[config.mk]
export PLATFORM = sky130hd
export DESIGN_NAME = ysyx_24080014_ifu
export DESIGN_NICKNAME = d
export VERILOG_FILES = /design/src/rtl/ysyx_24080014_pkg.sv /design/src/rtl/ysyx_24080014_counter.sv /design/src/rtl/ysyx_24080014_ifu.sv
export SDC_FILE = /design/constraint.sdc
export NUM_CORES = 1
export LEC_CHECK = 0
export CORE_ASPECT_RATIO = 2
export CORE_MARGIN = 2
export CORE_UTILIZATION = 43
export CTS_BUF_LIST = sky130_fd_sc_hd__clkbuf_8
export DETAILED_ROUTE_END_ITERATION = 10
export GPL_TIMING_DRIVEN = 0
export PLACE_DENSITY = 0.9
export SLEW_MARGIN = 25
export SYNTH_ARGS = -nofsm -noshare
export SYNTH_HDL_FRONTEND = slang
export SYNTH_HIERARCHICAL = 1
export SYNTH_SLANG_ARGS = --single-unit
[constraint.sdc]
create_clock -name clk -period 2.85 [get_ports clk]
set_input_delay 0.57 -clock clk [delete_from_list [all_inputs] [get_ports clk]]
set_output_delay 0.57 -clock clk [all_outputs]
set_load 0.01 [all_outputs]
[src/rtl/ysyx_24080014_pkg.sv]
// Shared IFU definitions: FSM state encoding, reset PC and the NOP word.
// Also holds a small alignment helper used by the fetch unit.
package ysyx_24080014_pkg;

   localparam logic [31:0] IFU_RESET_PC = 32'h8000_0000;
   localparam logic [31:0] NOP_INST     = 32'h0000_0013;

   typedef enum logic [1:0] {
      S_REQ      = 2'd0,
      S_WAIT     = 2'd1,
      S_DELIVER  = 2'd2,
      S_WAIT_NPC = 2'd3
   } ifu_state_e;

   function automatic logic is_aligned(input logic [1:0] lsb);
      return lsb == 2'b00;
   endfunction

endpackage

[src/rtl/ysyx_24080014_counter.sv]
// Free-running event counter with enable and sync reset; wraps at 2^WIDTH.
// Ports: clk, rst (sync, active-high), en (count this cycle), cnt (value).
module ysyx_24080014_counter #(
   parameter int unsigned WIDTH = 32
) (
   input  logic             clk,
   input  logic             rst,
   input  logic             en,
   output logic [WIDTH-1:0] cnt
);

   logic [WIDTH-1:0] cnt_q, cnt_d;

   always_comb begin
      cnt_d = cnt_q;
      if (en) cnt_d = cnt_q + WIDTH'(1);
   end

   always_ff @(posedge clk) begin
      if (rst) cnt_q <= '0;
      else     cnt_q <= cnt_d;
   end

   assign cnt = cnt_q;

endmodule

[src/rtl/ysyx_24080014_ifu.sv]
// Instruction fetch unit: holds the PC, fetches one instruction per
// retirement over the imem valid/ready bus and hands {pc, inst, fault}
// to decode. Ports: clk/rst, npc_valid/next_pc from next-PC select,
// imem_req_*/imem_rsp_* memory bus, inst_* decode handshake, fetch_cnt.
module ysyx_24080014_ifu
   import ysyx_24080014_pkg::*;
#(
   parameter int unsigned    XLEN     = 32,
   parameter logic [XLEN-1:0] RESET_PC = XLEN'(IFU_RESET_PC)
) (
   input  logic            clk,
   input  logic            rst,
   input  logic            npc_valid,
   input  logic [XLEN-1:0] next_pc,
   output logic            imem_req_valid,
   input  logic            imem_req_ready,
   output logic [XLEN-1:0] imem_req_addr,
   input  logic            imem_rsp_valid,
   input  logic [XLEN-1:0] imem_rsp_data,
   input  logic            imem_rsp_err,
   output logic            inst_valid,
   input  logic            inst_ready,
   output logic [XLEN-1:0] inst,
   output logic [XLEN-1:0] pc,
   output logic            inst_fault,
   output logic [31:0]     fetch_cnt
);

   ifu_state_e      state_q, state_d;
   logic [XLEN-1:0] pc_q, pc_d;
   logic [XLEN-1:0] inst_q, inst_d;
   logic            fault_q, fault_d;

   logic aligned;
   logic req_fire;
   logic dlv_fire;

   assign aligned = is_aligned(pc_q[1:0]);

   // Request is suppressed during reset so the shared-reset memory
   // never sees a handshake that this unit is about to forget.
   assign imem_req_valid = (state_q == S_REQ) && aligned && !rst;
   assign req_fire       = imem_req_valid && imem_req_ready;
   assign dlv_fire       = (state_q == S_DELIVER) && inst_ready;

   always_comb begin
      state_d = state_q;
      pc_d    = pc_q;
      inst_d  = inst_q;
      fault_d = fault_q;
      unique case (state_q)
         S_REQ: begin
            // A misaligned PC never reaches the bus; report it as a
            // faulting NOP so decode raises the exception.
            if (!aligned) begin
               state_d = S_DELIVER;
               inst_d  = XLEN'(NOP_INST);
               fault_d = 1'b1;
            end else if (req_fire) begin
               state_d = S_WAIT;
            end
         end
         S_WAIT: begin
            if (imem_rsp_valid) begin
               state_d = S_DELIVER;
               inst_d  = imem_rsp_data;
               fault_d = imem_rsp_err;
            end
         end
         S_DELIVER: begin
            if (inst_ready) begin
               if (npc_valid) begin
                  pc_d    = next_pc;
                  state_d = S_REQ;
               end else begin
                  state_d = S_WAIT_NPC;
               end
            end
         end
         S_WAIT_NPC: begin
            if (npc_valid) begin
               pc_d    = next_pc;
               state_d = S_REQ;
            end
         end
         default: state_d = S_REQ;
      endcase
   end

   always_ff @(posedge clk) begin
      if (rst) begin
         state_q <= S_REQ;
         pc_q    <= RESET_PC;
         inst_q  <= XLEN'(NOP_INST);
         fault_q <= 1'b0;
      end else begin
         state_q <= state_d;
         pc_q    <= pc_d;
         inst_q  <= inst_d;
         fault_q <= fault_d;
      end
   end

   ysyx_24080014_counter #(
      .WIDTH(32)
   ) u_fetch_cnt (
      .clk (clk),
      .rst (rst),
      .en  (dlv_fire),
      .cnt (fetch_cnt)
   );

   assign imem_req_addr = pc_q;
   assign pc            = pc_q;
   assign inst          = inst_q;
   assign inst_fault    = fault_q;
   assign inst_valid    = (state_q == S_DELIVER);

endmodule

Yosys cells after proc, flatten, opt, wreduce, memory -nomap -nowiden
Cells that the tools add are included.
- register bits after elaboration: 99
- latch bits: 0
- RAM bits: 0
- bits in read-only memories: 0
- output and inout bits: 131
- word-level logic and storage cells: 42
- memories: 0
- add/subtract/negate cells: 1
- $mul: 0
- divide/modulo/power cells: 0
- magnitude comparators: 0
- equality and inequality tests: 8
- shift operators: 0
- mux-type cells: 16
- bitwise logic cells: 0
- reductions and logical operators: 12
- operator list (kind ; count):
    $mux 32 ; 4
    $pmux 32 s2 ; 2
    $add 32x1->32 const B ; 1
    $mux 2 ; 6
    $pmux 2 s4 ; 1
    $ne 2x2->1 const B ; 3
    $eq 2x2->1 const B ; 2
    $logic_and 1x1->1 ; 4
    $logic_not 2->1 ; 2
    $reduce_and 4->1 ; 1
    $reduce_bool 2->1 ; 2
    $ne 3x3->1 const B ; 1
    $reduce_and 3->1 ; 1
    $eq 2x1->1 const B ; 1
    $mux 1 ; 2
    $ne 2x1->1 const B ; 1
    $pmux 1 s2 ; 1
    $reduce_and 2->1 ; 1
    $logic_not 1->1 ; 1

Logic depth before layout (Yosys ltp)
Gate-level depths: netlist of the first run.
- depth after elaboration: 7
- depth in mapped cells: 9
- gate-level depth less buffers: 6

Hierarchy
The synthesis of the first run kept the hierarchy.
- modules (own cells, without submodules) (module ; times used ; cells an instance ; area an instance (um^2)):
    ysyx_24080014_ifu ; 1 ; 334 ; 2904.0
    ysyx_24080014_counter ; 1 ; 181 ; 1564.0

Worst setup path after synthesis of the first run
OpenSTA, ideal clock, no wires.
- path type: reg-to-reg
- start point: register state_q[1]
- end point: register u_fetch_cnt.cnt_q[27] (netlist: u_fetch_cnt/cnt[27])
- arrival time: 2.221 ns
- required time: 2.729 ns
- setup slack: 0.508 ns
- stages on the path, launching flop included: 10
- path buffers: 3
- period minus slack after synthesis: 2.342 ns
- path through: dfxtp_1 -> buf_2 -> nor2b_1 -> and2_1 -> buf_2 -> and4_1 -> buf_2 -> nand4_1 -> nor3b_1 -> mux2_2
- cells in the longest elaborated chain, start to end: 2
- RTL lines (what ; RTL line ; source):
    from (decl) ; ysyx_24080014_ifu.sv:29 ; ifu_state_e state_q, state_d;
    from (signal assigned) ; ysyx_24080014_ifu.sv:97 ; state_q <= state_d;
    $eq 2x2->1 ; -- ;
    named net inst_valid ; ysyx_24080014_ifu.sv:21 ; output logic inst_valid,
    $logic_and 1x1->1 ; ysyx_24080014_ifu.sv:44 ; assign dlv_fire = (state_q == S_DELIVER) && inst_ready;
    named net dlv_fire ; ysyx_24080014_ifu.sv:36 ; logic dlv_fire;
    to (signal assigned) ; ysyx_24080014_counter.sv:21 ; else cnt_q <= cnt_d;
    to (decl) ; ysyx_24080014_counter.sv:12 ; logic [WIDTH-1:0] cnt_q, cnt_d;
The timed path passes the listed nets, and every way through them passes these cells.
A chain may end at the register's enable or synchronous reset.

Worst setup path after layout of the first run
- start point: input rst
- end point: output imem_req_valid
- cells in the longest elaborated chain, start to end: 2
- RTL lines (what ; RTL line ; source):
    from (decl) ; ysyx_24080014_ifu.sv:12 ; input logic rst,
    $logic_not 1->1 ; ysyx_24080014_ifu.sv:42 ; assign imem_req_valid = (state_q == S_REQ) && aligned && !rst;
    $logic_and 1x1->1 ; ysyx_24080014_ifu.sv:42 ;
    to (decl) ; ysyx_24080014_ifu.sv:15 ; output logic imem_req_valid,
Every way passes these cells.

==> metrics.csv, run 1 <==
metric;value;unit
status;finished, final reports clean;
ys_ff_latch;99;
syn-mean-instance-area;8.68;um^2
maxCapViolCount;0;
timing.setup.tns;0;ns
cts.sinks;99;
power.leakage;2.48;nW
synthSimpleGateAreaFrac;27.0;%
track_usage;23.6;%
rsz0062_at_grt;no;
critical_path_arrival;2.10;ns
syn_inst;515;
slowest_delay;0.58;ns
endpoint;imem_req_valid;
ys_top_cells_by_count;102 x nand2_1, 99 x dfxtp_1, 38 x a21oi_1;
via_per_inst;5.09;
synth-edff-count;0;
cts_root_buf;clkbuf_8;
switching_share;27.5;%
area_growth;53.6;%
r2r-start;state_q[1];
seq_area_frac_synth;44.4;%
antenna_found_initial;0;
clock_path_buffers;2;
grt_pass1_vias;4507;
h-tree-depth;3;
cpMaxStageDelayCell;clkdlybuf4s50_1;
synth.area.top_cells;dfxtp_1 44%, nand2_1 8.6%, mux2i_1 7.4%;
place_hpwl;10.9;mm
slew_headroom;60.5;%
critical_path_buf_inv_count;4;
design.core.area;10100;um^2
finalPower;3.28;mW
r2r_slack;0.21;ns
port_buffers;201;
fin_nets;799;
finalSetupViolCount;0;
holdWs;0.479;ns
synth_mux_area_share;10.2;%
cp_max_fo;10;
fin_util;67.6;%
final_antenna_net_count;0;
worstPathRequired;2.28;ns
crit_cells;5;
die-width;76.1;um
gp_routability_congestion;0.893;
initial_core_util;44.0;%
pwr-share-seq;45.9;%
synth_top_family_by_area;simple AND/OR/NAND/NOR gates;
synth_top_area_share;44.4;%
reg2reg_depth;9;
synth_most_common_cell;nand2_1;
cts_resized;3;
fin_skew;0.0116;ns
yosys.area.top_type;dfxtp_1;
routed_wl;13.6;mm
crit_start;rst;
critical-path-top-delay-family;buffers and inverters;
syn_area;4470;um^2
min_period;2.67;ns
p_comb_share;25.5;%
die_area;11300;um^2
drive_gt1_share;11.3;%
end_kind;output port;
peakVddDrop;0.464;mV
cts_setup_buffers;0;
route.detailed.drc;0;
drtPass1Iterations;4;
routed-via-count;4411;
antenna_cells;0;
tightest_slew;0.593;ns
grt_pass1_wl;21.5;mm
hold_viol;0;
holdBufCountCts;0;
cts_tree;yes;
max_freq;375;MHz
grt_overflow_total;0;
synth-xor-area-share;2.55;%
async_reset_ff_share;0;%
place_inst;851;
path_cells;dlygate4sd2_1, clkbuf_4, buf_2, nor3_1, clkdlybuf4s50_1;
cp-start-kind;input pin;
io_pins;202;
clkTransAtPathRegs;0.09;ns
ys_warn_count;6;
worstSetupPathType;input pin to output port;
drt_iter0_drc;136;
r2r-end;u_fetch_cnt/cnt[30];
n_fill_cell;819;
rows;52;
fin_crit_sh;93.6;%
clk-insertion-delay-late;0.35;ns
hold_path.class;flip-flop to flip-flop;
finalNonFillerCells;867;
synth-main-ff-cell;dfxtp_1;
p_switching;902;uW
power_density;477;nW/um^2
cts_buffers;9;
synth_nets;587;
synth-compound-area-share;6.16;%
grt_max_degree;17;
synthDistinctLibCells;45;
synth-adder-area-share;0.280;%
die_y;148;um
timing.final.max_slew_violations;0;
internal_power;2.37;mW
wire_per_inst;15.7;um
pwr-share-clk;28.6;%
final cells by class:
type / count / area, um^2 / share of cell area, %
Clock buffer: 11 / 151 / 2.21
Buffer: 64 / 412 / 6.00
Timing Repair Buffer: 201 / 2010 / 29.3
Tap cell: 135 / 169 / 2.46
Inverter: 4 / 15.0 / 0.219
Clock inverter: 5 / 61.3 / 0.893
Sequential cell: 99 / 1980 / 28.9
Multi-Input combinational cell: 348 / 2060 / 30.1
cell families (layout without fill, tap and decap cells):
kind of cell,count (synthesis),count (layout)
multiplexers,44,44
adder cells (fa/ha/maj),1,1
XOR/XNOR,13,13
buffers and inverters,68,285
AND/OR/NAND/NOR,240,240
flip-flops,99,99
AO/OA/AOI/OAI,50,50
through the flow:
step | worst slack, ns | cell area, um^2
after CTS | 0.181 | 6860
after global placement | -0.229 | 6650
after detailed placement | -0.210 | 6650
after floorplan | 0.508 | 4470
after global routing | 0.0440 | 6860
final | 0.184 | 6860
worst min path at each step:
stage	from	to	slack, ns	cells past startpoint
5_1_grt	imem_req_addr[31]	imem_req_addr[31]	0.50	2
4_1_cts	inst[6]	inst[6]	0.48	2
3_3_place_gp	inst_fault	inst_fault	0.45	1
3_5_place_dp	inst[6]	inst[6]	0.47	2
6_report	inst[6]	inst[6]	0.48	2
2_1_floorplan	inst[10]	inst[10]	0.49	2
metal layers:
layer,share of wire [%],up-vias,GRT usage [%],wire (um)
li1,-,2099,-,-
met1,34,2070,21.7,4670
met2,56,204,46.8,7640
met3,5.5,38,4.43,754
met4,4.1,0,14.0,556
met5,0,-,0,0
registers in the layout (all words and copies together) (netlist names):
register         flops
imem_req_addr       32
inst                32
u_fetch_cnt/cnt     32
state_q              2
inst_fault           1
cell usage in the layout, fill, tap and decap left out, types with 5 or more instances in the layout:
cell type,netlist,layout
clkdlybuf4s50_1,0,200
buf_4,34,34
mux2i_1,33,33
a21oi_1,38,38
nor2b_1,11,11
buf_2,8,8
nand4_1,10,10
nand2b_1,29,29
nand2_1,102,102
nor2_1,36,36
nor3_1,12,12
or3_1,5,5
dfxtp_1,99,99
clkbuf_8,0,11
clkbuf_1,18,17
mux2_2,9,9
xor2_1,9,9
nand3_1,9,9
o21ai_0,5,5
worst reg2reg max path, cell delays in order, from the launching register on:
cell	delay, ns
dfxtp_1	0.36
buf_2	0.23
nor2b_1	0.18
and2_1	0.14
buf_2	0.19
and4_1	0.18
buf_2	0.20
nand4_1	0.36
nor3_1	0.33
mux2_2	0.36
power groups by stage:
stage,logic (mW),clock network [mW],registers [mW]
2_1_floorplan,0.429,0,1.56
3_3_place_gp,0.818,0,1.53
3_5_place_dp,0.841,0,1.53
4_1_cts,0.844,0.965,1.50
5_1_grt,0.895,1.01,1.51
6_report,0.836,0.937,1.50
(Power assumes the default switching activity.)
==> run 2, diff against run 1 <==
--- a/config.mk
+++ b/config.mk
@@ -6,12 +6,12 @@
 export NUM_CORES = 1
 export LEC_CHECK = 0
 export CORE_ASPECT_RATIO = 2
-export CORE_MARGIN = 2
-export CORE_UTILIZATION = 43
+export CORE_MARGIN = 5
+export CORE_UTILIZATION = 39
 export CTS_BUF_LIST = sky130_fd_sc_hd__clkbuf_8
 export DETAILED_ROUTE_END_ITERATION = 10
 export GPL_TIMING_DRIVEN = 0
-export PLACE_DENSITY = 0.9
+export PLACE_DENSITY = 0.87
 export SLEW_MARGIN = 25
 export SYNTH_ARGS = -nofsm -noshare
 export SYNTH_HDL_FRONTEND = slang
==> constraint.sdc (replaced) <==
create_clock -name clk -period 2.4 [get_ports clk]
set_input_delay 0.48 -clock clk [delete_from_list [all_inputs] [get_ports clk]]
set_output_delay 0.48 -clock clk [all_outputs]
set_load 0.01 [all_outputs]
==> metrics.csv, run 2 (synthesized netlist as in run 1, its figures left out) <==
metric;value;unit;change
cpMaxStageDelayCell;clkdlybuf4s50_1;;unchanged
drt_iter0_drc;121;;was 136
place_area;6660;um^2;was 6650 um^2
slew_headroom;60.9;%;was 60.5%
antenna_cells;0;;unchanged
busiest_layer;met2;;unchanged
fin_crit_sh;96.2;%;
antenna_found_initial;0;;unchanged
max_freq;433;MHz;
fin_nets;801;;was 799
cts_tree;yes;;unchanged
critical_path_buf_inv_count;3;;was 4
p_switching;1.08;mW;was 902 uW
hold_path.class;flip-flop to flip-flop;;unchanged
wire_per_inst;15.7;um;about the same
die-width;85.7;um;was 76.1 um
end_kind;flip-flop;;was output port
design.core.area;11300;um^2;was 10100 um^2
final_antenna_net_count;0;;unchanged
grt_max_degree;17;;unchanged
place_hpwl;11.0;mm;was 10.9 mm
grt_pass1_vias;4466;;was 4507
grt_pass1_wl;21.4;mm;was 21.5 mm
via_per_inst;4.96;;was 5.09
power_density;561;nW/um^2;was 477 nW/um^2
cp-start-kind;input pin;;unchanged
cp_max_fo;9;;was 10
routed-via-count;4339;;was 4411
die_y;161;um;was 148 um
slowest_delay;0.55;ns;was 0.58 ns
drtPass1Iterations;6;;was 4
path_cells;clkdlybuf4s50_1, and2_1, buf_4, and4_1, buf_6, nand3_1, nor4_1, mux2_2;;was dlygate4sd2_1, clkbuf_4, buf_2, nor3_1, clkdlybuf4s50_1
clk-insertion-delay-late;0.36;ns;was 0.35 ns
n_fill_cell;951;;was 819
die_area;13800;um^2;was 11300 um^2
min_period;2.31;ns;
internal_power;2.79;mW;was 2.37 mW
port_buffers;201;;unchanged
pwr-share-clk;28.2;%;was 28.6%
clock_path_buffers;2;;unchanged
p_comb_share;25.6;%;was 25.5%
track_usage;19.4;%;was 23.6%
worstSetupPathType;input pin to flip-flop;;was input pin to output port
finalSetupViolCount;0;;unchanged
met2_usage;37.2;%;was 46.8%
fin_util;61.2;%;was 67.6%
initial_core_util;39.6;%;was 44.0%
final_common_cell;clkdlybuf4s50_1;;unchanged
status;finished, final reports clean;;unchanged
switching_share;28.0;%;was 27.5%
timing.final.max_slew_violations;0;;unchanged
cts_buffers;9;;unchanged
tightest_slew;0.587;ns;was 0.593 ns
cts.sinks;99;;unchanged
route.detailed.drc;0;;unchanged
hold_viol;0;;unchanged
fin_skew;0.0114;ns;was 0.0116 ns
grt_overflow_total;0;;unchanged
layout_common_cells;199 x clkdlybuf4s50_1, 102 x nand2_1, 98 x dfxtp_1;;was 200 x clkdlybuf4s50_1, 102 x nand2_1, 99 x dfxtp_1
rows;55;;was 52
worstPathRequired;2.64;ns;was 2.28 ns
power.leakage;2.48;nW;about the same
io_pins;202;;unchanged
gp_routability_congestion;0.820;;was 0.893
fin_area;6900;um^2;was 6860 um^2
maxCapViolCount;0;;unchanged
critical_path_arrival;2.55;ns;was 2.10 ns
rsz0062_at_grt;yes;;was no
peakVddDrop;0.506;mV;was 0.464 mV
drive_gt1_share;12.0;%;was 11.3%
routed_wl;13.7;mm;was 13.6 mm
clkTransAtPathRegs;0.08;ns;was 0.09 ns
grt_util_met3;5.10;%;was 4.43%
h-tree-depth;3;;unchanged
critical-path-top-delay-family;simple AND/OR/NAND/NOR gates;;was buffers and inverters
met1_usage;18.0;%;was 21.7%
area_growth;54.5;%;was 53.6%
holdWs;0.477;ns;was 0.479 ns
cts_root_buf;clkbuf_8;;unchanged
pwr-share-seq;46.2;%;was 45.9%
run 2: cell count changes in the layout (fill, tap and decap cells not counted), sizes merged:
cell           previous run  this run
inv                       4         5
clkinv                    4         1
clkbuf                   29        28
clkdlybuf4s50           200       199
buf                      46        48
clkinvlp                  0         2
dlygate4sd2               1         2
run 2: final timing paths:
check	start	to	slack, ns	depth (start not counted)
setup / recovery	inst_ready	u_fetch_cnt/cnt[19]	0.09	8
hold reg to reg	imem_req_addr[26]	imem_req_addr[26]	0.48	2
hold / removal	imem_req_addr[26]	imem_req_addr[26]	0.48	2
setup reg to reg	state_q[1]	u_fetch_cnt/cnt[19]	0.12	9
run 2: repair_timing:
| item | in CTS | in global routing |
|---|---|---|
| setup buffers | 2 | 0 |
| pin swaps | 2 | 0 |
| setup endpoints to repair | 15 | 18 |
| hold buffers | 0 | 0 |
| resized for setup | 5 | 9 |
run 2: power by group through the flow:
stage | Sequential (mW) | Combinational (mW) | Clock, mW
2_1_floorplan | 1.85 | 0.510 | 0
3_3_place_gp | 1.82 | 0.977 | 0
3_5_place_dp | 1.82 | 0.996 | 0
4_1_cts | 1.79 | 0.999 | 1.12
5_1_grt | 1.80 | 1.07 | 1.20
6_report | 1.79 | 0.992 | 1.09
run 2: stage by stage:
stage / total power [mW] / setup TNS, ns / setup WS, ns / std cells
3_3_place_gp: 2.79 / -7.18 / -0.459 / 858
5_1_grt: 4.07 / -0.0194 / -0.0166 / 875
4_1_cts: 3.91 / 0 / 0.0113 / 875
3_5_place_dp: 2.82 / -9.14 / -0.501 / 858
6_report: 3.87 / 0 / 0.0922 / 875
2_1_floorplan: 2.36 / 0 / 0.0581 / 515
run 2: cell type report:
| class | instances | area [um^2] | area share, % |
|---|---|---|---|
| Sequential cell | 99 | 1980 | 28.7 |
| Inverter | 4 | 15.0 | 0.218 |
| Multi-Input combinational cell | 348 | 2070 | 30.1 |
| Buffer | 64 | 424 | 6.14 |
| Tap cell | 142 | 178 | 2.57 |
| Clock inverter | 5 | 62.6 | 0.906 |
| Clock buffer | 10 | 138 | 1.99 |
| Timing Repair Buffer | 203 | 2030 | 29.4 |
run 2: routing by layer:
layer	wire (um)	share of wire (%)
met1	4560	33
met2	7790	57
met3	865	6.3
met4	516	3.8
met5	0	0
run 2: worst reg2reg max path, delay by kind of cell (launching register included):
family | cells | cell delay (ns)
buf+inv | 3 | 0.42
flops | 1 | 0.35
mux | 1 | 0.38
simple gates | 5 | 1.01
